$ cat src/rtl/ysyx_25060170_pipe_skid.sv
// Pipeline register stage with optional 2-entry skid buffer, multi-source
// flush, occupancy reporting and a saturating back-pressure counter.
module ysyx_25060170_pipe_skid #(
  parameter int unsigned WIDTH  = 160,
  parameter int unsigned SKID   = 1,
  parameter int unsigned NFLUSH = 3,
  parameter int unsigned CNTW   = 16
) (
  input  logic              clk,
  input  logic              rst,
  input  logic              in_valid,
  output logic              in_ready,
  input  logic [WIDTH-1:0]  in_data,
  output logic              out_valid,
  input  logic              out_ready,
  output logic [WIDTH-1:0]  out_data,
  input  logic [NFLUSH-1:0] flush,
  output logic [1:0]        occupancy,
  output logic [CNTW-1:0]   stall_cnt
);

  // State encoding doubles as the occupancy count.
  localparam logic [1:0] EMPTY = 2'd0;
  localparam logic [1:0] ONE   = 2'd1;
  localparam logic [1:0] FULL  = 2'd2;

  logic [1:0]       state;
  logic [WIDTH-1:0] main_q;
  logic [WIDTH-1:0] skid_q;
  logic             flush_any;
  logic             in_fire;
  logic             out_fire;

  // Handshake decode; with the skid buffer in_ready comes only from state.
  always_comb begin
    flush_any = |flush;
    out_valid = (state != EMPTY);
    if (SKID != 0) begin
      in_ready = (state != FULL);
    end else begin
      in_ready = !out_valid || out_ready;
    end
    in_fire   = in_valid && in_ready;
    out_fire  = out_valid && out_ready;
    out_data  = main_q;
    occupancy = state;
  end

  // Occupancy state machine and payload registers; reset, then flush, win.
  always_ff @(posedge clk) begin
    if (rst || flush_any) begin
      state  <= EMPTY;
      main_q <= '0;
      skid_q <= '0;
    end else begin
      case (state)
        EMPTY: begin
          if (in_fire) begin
            state  <= ONE;
            main_q <= in_data;
          end
        end
        ONE: begin
          if (in_fire && out_fire) begin
            main_q <= in_data;
          end else if (in_fire) begin
            // Only reachable with the skid buffer present: in_ready without
            // out_ready while holding a beat implies SKID != 0.
            if (SKID != 0) begin
              state  <= FULL;
              skid_q <= in_data;
            end
          end else if (out_fire) begin
            state <= EMPTY;
          end
        end
        FULL: begin
          if (out_fire) begin
            state  <= ONE;
            main_q <= skid_q;
          end
        end
        default: begin
          state <= EMPTY;
        end
      endcase
    end
  end

  // Saturating count of cycles where a beat is held but not taken.
  always_ff @(posedge clk) begin
    if (rst) begin
      stall_cnt <= '0;
    end else if (out_valid && !out_ready && (stall_cnt != '1)) begin
      stall_cnt <= stall_cnt + CNTW'(1);
    end
  end

endmodule

$ cat config.mk
export PLATFORM = sky130hd
export DESIGN_NAME = ysyx_25060170_pipe_skid
export DESIGN_NICKNAME = d
export VERILOG_FILES = /design/src/rtl/ysyx_25060170_pipe_skid.sv
export SDC_FILE = /design/constraint.sdc
export NUM_CORES = 1
export LEC_CHECK = 0
export BUFFER_PORTS_ARGS = -buffer_cell sky130_fd_sc_hd__buf_4
export CAP_MARGIN = 20
export CORE_MARGIN = 4
export CORE_UTILIZATION = 27
export DETAILED_ROUTE_END_ITERATION = 10
export GPL_ROUTABILITY_DRIVEN = 0
export PLACE_DENSITY = 0.48
export SLEW_MARGIN = 10
export SYNTH_ARGS = -nofsm -noshare
export SYNTH_HDL_FRONTEND = slang
export SYNTH_SLANG_ARGS = --single-unit
$ cat constraint.sdc
create_clock -name clk -period 3.3 [get_ports clk]
set_clock_uncertainty 0.2 [all_clocks]
set_input_delay 0.495 -clock clk [delete_from_list [all_inputs] [get_ports clk]]
set_output_delay 0.495 -clock clk [all_outputs]
set_load 0.02 [all_outputs]
### Word level (Yosys, flattened, before mapping)

Cells that the tools add are included.

| storage, ports and cells | value |
|---|---|
| logic and storage cells | 39 |
| flip-flop bits (word level) | 338 |
| output and inout bits | 180 |

| operators by class | value |
|---|---|
| equality and inequality tests | 9 |
| bitwise logic cells | 1 |
| reductions and logical operators | 14 |
| muxes and demuxes | 10 |
| add/subtract/negate cells | 1 |

Operator list:

| cell | number |
|---|---|
| $mux 160 | 3 |
| $pmux 160 s3 | 1 |
| $add 16x1->16 const B | 1 |
| $ne 16x16->1 const B | 1 |
| $mux 2 | 5 |
| $ne 2x2->1 const B | 5 |
| $reduce_and 4->1 | 2 |
| $pmux 2 s3 | 1 |
| $logic_and 1x1->1 | 5 |
| $ne 3x3->1 const B | 1 |
| $reduce_and 3->1 | 1 |
| $reduce_bool 3->1 | 1 |
| $reduce_or 3->1 | 1 |
| $eq 2x1->1 const B | 1 |
| $eq 2x2->1 const B | 1 |
| $logic_not 2->1 | 1 |
| $reduce_bool 2->1 | 1 |
| $logic_not 1->1 | 1 |
| $logic_or 1x1->1 | 1 |
| $not 1->1 | 1 |

### Longest topological paths before layout

| logic depth | value |
|---|---|
| depth in word-level cells | 6 |
| gate-level depth with buffers | 8 |

### Worst setup path after synthesis

OpenSTA, ideal clock, no wires.

| timing path | value |
|---|---|
| path kind | register to register |
| from | register stall_cnt[0] |
| to | register stall_cnt[14] |
| library setup time | 0.071 ns |
| cell stages (with the launch flop) | 7 |
| required time | 3.029 ns |
| clock period less this slack | 2.123 ns |
| buffers on the path | 1 |
| arrival | 1.853 ns |
| setup slack | 1.177 ns |
| path through | dfxtp_1 > ha_1 > and4_1 > buf_2 > nand2_1 > or4_1 > a21oi_1 |

| between the ends | value |
|---|---|
| word-level cells in the longest chain between the ends | 2 |
| elaborated cells on any way between the ends | 3 |

RTL lines:

| what | line | text |
|---|---|---|
| start, declared | 19 | `output logic [CNTW-1:0] stall_cnt` |
| start signal, assigned | 95 | `stall_cnt <= stall_cnt + CNTW'(1);` |
| branches (longest 2 deep; another with $add 16x1->16) | n/a |  |

Several ways; the timed one is not identified.
A chain may end at the register's enable or synchronous reset.

### Worst setup path after layout

| timing path | value |
|---|---|
| from | register state[0], in the netlist occupancy[0] |
| to | output in_ready |

| between the ends | value |
|---|---|
| word-level cells in the longest chain between the ends | 1 |

RTL lines:

| what | line | text |
|---|---|---|
| start, declared | 27 | `logic [1:0] state;` |
| start signal, assigned | 52 | `state <= EMPTY;` |
| start signal, assigned | 59 | `state <= ONE;` |
| start signal, assigned | 70 | `state <= FULL;` |
| $ne 2x2->1 | 39 | `in_ready = (state != FULL);` |
| end, declared | 12 | `output logic in_ready,` |

No other way between the ends.

==> flow_summary.ini <==
[power_and_ir_drop]
power_density_mw_per_mm2 = 477
p_leak_nw = 8.48
ir_drop_mv = 0.388
clkPwrFrac = 0.477
power_frac_seq = 0.446
sw_frac_of_total = 0.229
switching_power_mw = 2.12
pwr-share-comb = 0.078
finalPower_mw = 9.27
power.internal_mw = 7.15

[grt]
grt_max_degree = 148
grt_use_total = 0.152
grt_pass1_vias = 11600
antenna_found_initial = 1
grt_pass1_wl_um = 65800
grt-ovfl-total = 0

[layout]
antennaDiodeCount = 0
syn_to_final_growth_pct = 45.5
fill_cells = 4877
final_cell_area_mm2 = 0.0195
nets = 2133
drive_gt1_frac = 0.219

[worst_setup_path]
end_kind = output pin
r2r_cells = 5
r2r_slack_ns = 0.95
reg2reg_to = skid_q[97]
worst-endpoint-required_ns = 2.60
arrival_ns = 1.74
crit_type = flip-flop to output pin
cp-start-kind = flip-flop
critPathMaxFanout = 19
timing.rr.start = occupancy[0]

[timing]
setup_viol = 0
maxSlewViolCount = 0
slew_headroom = 0.442
tightest_slew_ns = 0.835
max_freq_mhz = 411
tns_ns = 0
post-route-min-period_ns = 2.43
worst_hold_slack_ns = 0.0918
period_share = 0.737
rsz0062_at_grt = no
hold_viol = 0

[worst_hold_path]
hold_path_class = primary input to flip-flop
min_path_cells = 4
min_from = out_ready
hold-path-endpoint = occupancy[1]

[clocking]
path_clk_slew_ns = 0.06
clk_latency_ns = 0.55
htree_levels = 2
clkSinkCount = 338
cts_tree = done
clockRootBuffer = clkbuf_16
cts_buffers = 41
cts.path.max_buffers = 3

[logic_synthesis]
ys_ff_latch = 338
synth_area_mm2 = 0.0134
avgSynthCellArea_um2 = 8.74
netlist.top_cell.by_area = dfxtp_1
synth_warnings = 0
synth_cell_types = 41
netlist.area_leader.share = 0.506
synthFlopType = dfxtp_1
netlist_instances = 1530
postSynth.asyncResetShare = 0
syn_nets = 1698
synth_edf_count = 0
synth_seq_area_share = 0.506
yosys-top-cells-area = dfxtp_1, mux2i_1, nand2_1, a211oi_1, a21oi_1

[place]
place_area_mm2 = 0.0165
port_buffers = 346
dp_hpwl_um = 26500

[detailed_routing]
dr.pass1.iters = 5
viasPerCell = 4.59
remaining_drc_errors = 0
drt-total-wl_um = 42000
vias = 12200
wl_per_cell_um = 15.8
drt_iter0_drc = 699
drtAntennaViolNets = 0

[floorplan]
die_area_mm2 = 0.0531
fp.dieW_um = 231
initial_core_util = 0.273
dieHeight_um = 231
placeableCoreArea_mm2 = 0.0490
io_pins = 347
placementRows = 81

[flow_run]
cap_violations = 0

[status]
status = completed
## metal layers
metal | wire length, um | vias to the layer above | GRT usage
met5 | 7 | - | 0
met4 | 1050 | 2 | 0.0499
met3 | 2470 | 66 | 0.0402
met2 | 19200 | 265 | 0.241
met1 | 19300 | 5667 | 0.202
li1 | - | 6189 | -
## synthesized netlist by cell type (2+ instances only)
cell type / number
a211oi_1: 160
a21oi_1: 169
a31oi_1: 2
buf_1: 3
buf_2: 51
clkbuf_1: 76
dfxtp_1: 338
inv_1: 2
mux2_2: 2
mux2i_1: 163
nand2_1: 325
nand2b_1: 3
nand3_1: 8
nand4_1: 8
nor2_1: 171
nor2b_1: 4
nor3_1: 6
nor4_1: 5
nor4_2: 2
o21ai_0: 3
o31ai_1: 3
or3_1: 3
or4_1: 5
## area by class of cell
type                            count  area, um^2  share of cell area
Clock buffer                       63        1240              0.0638
Tap cell                          664         831              0.0427
Multi-Input combinational cell   1060        6070               0.312
Sequential cell                   338        6770               0.348
Clock inverter                      9        77.6             0.00399
Timing Repair Buffer              522        4460               0.229
Inverter                            2        7.51            0.000386
## metrics by stage
stage               setup slack, ns  utilization  std cells
finish                        0.869        0.397       2658
global route                  0.721        0.397       2658
CTS                           0.792        0.397       2658
detailed placement            0.840        0.338       2426
global placement              0.905        0.338       2426
floorplan                      1.18            -       1530
## registers in the layout, summed over array words and instances (netlist names)
signal and count:
occupancy 2, skid_q 160, out_data 160, stall_cnt 16
## power by group through the flow
stage	sequential (mW)	clock [mW]	combinational [mW]
2_1_floorplan	4.25	0	0.230
3_3_place_gp	4.22	0	0.562
3_5_place_dp	4.22	0	0.568
4_1_cts	4.13	4.60	0.729
5_1_grt	4.13	4.77	0.792
6_report	4.13	4.42	0.721
## layout by cell type, fill, tap and decap left out, types with 6 or more instances in the layout
cell / n
mux2i_1: 163
nor2_1: 171
nand4_1: 8
buf_12: 11
a21oi_1: 169
a211oi_1: 160
dlygate4sd3_1: 160
nor3_1: 6
clkbuf_1: 11
dfxtp_1: 338
clkbuf_8: 9
nand2_1: 324
clkbuf_16: 43
clkinv_2: 6
buf_4: 351
nand3_1: 8
## worst max-delay path, cell delays in order (launching register included)
cell and delay [ns]:
dfxtp_1 0.47, nand2b_4 0.47, buf_4 0.23
## worst max-delay path by stage
stage,start,end,slack [ns]
final,occupancy[0],in_ready,0.87
after global routing,occupancy[0],skid_q[62],0.72
after CTS,occupancy[1],in_ready,0.79
after detailed placement,out_ready,skid_q[92],0.84
after global placement,out_ready,skid_q[73],0.90
after floorplan,stall_cnt[0],stall_cnt[14],1.18
## logic make-up after synthesis
group,synth area share
buffers and inverters,0.0418
AOI/OAI and AO/OA,0.163
adders and majority gates,0.000936
DFF,0.506
muxes,0.124
and+or+nand+nor,0.165
## what timing repair did
| action | 4_1_cts | 5_1_grt |
|---|---|---|
| resized for setup | 0 | 0 |
| endpoints found under the hold margin | 160 | 0 |
| hold buffers | 160 | 0 |
| buffers inserted | 0 | 0 |
Note: power is estimated with default switching activity, not from simulation.
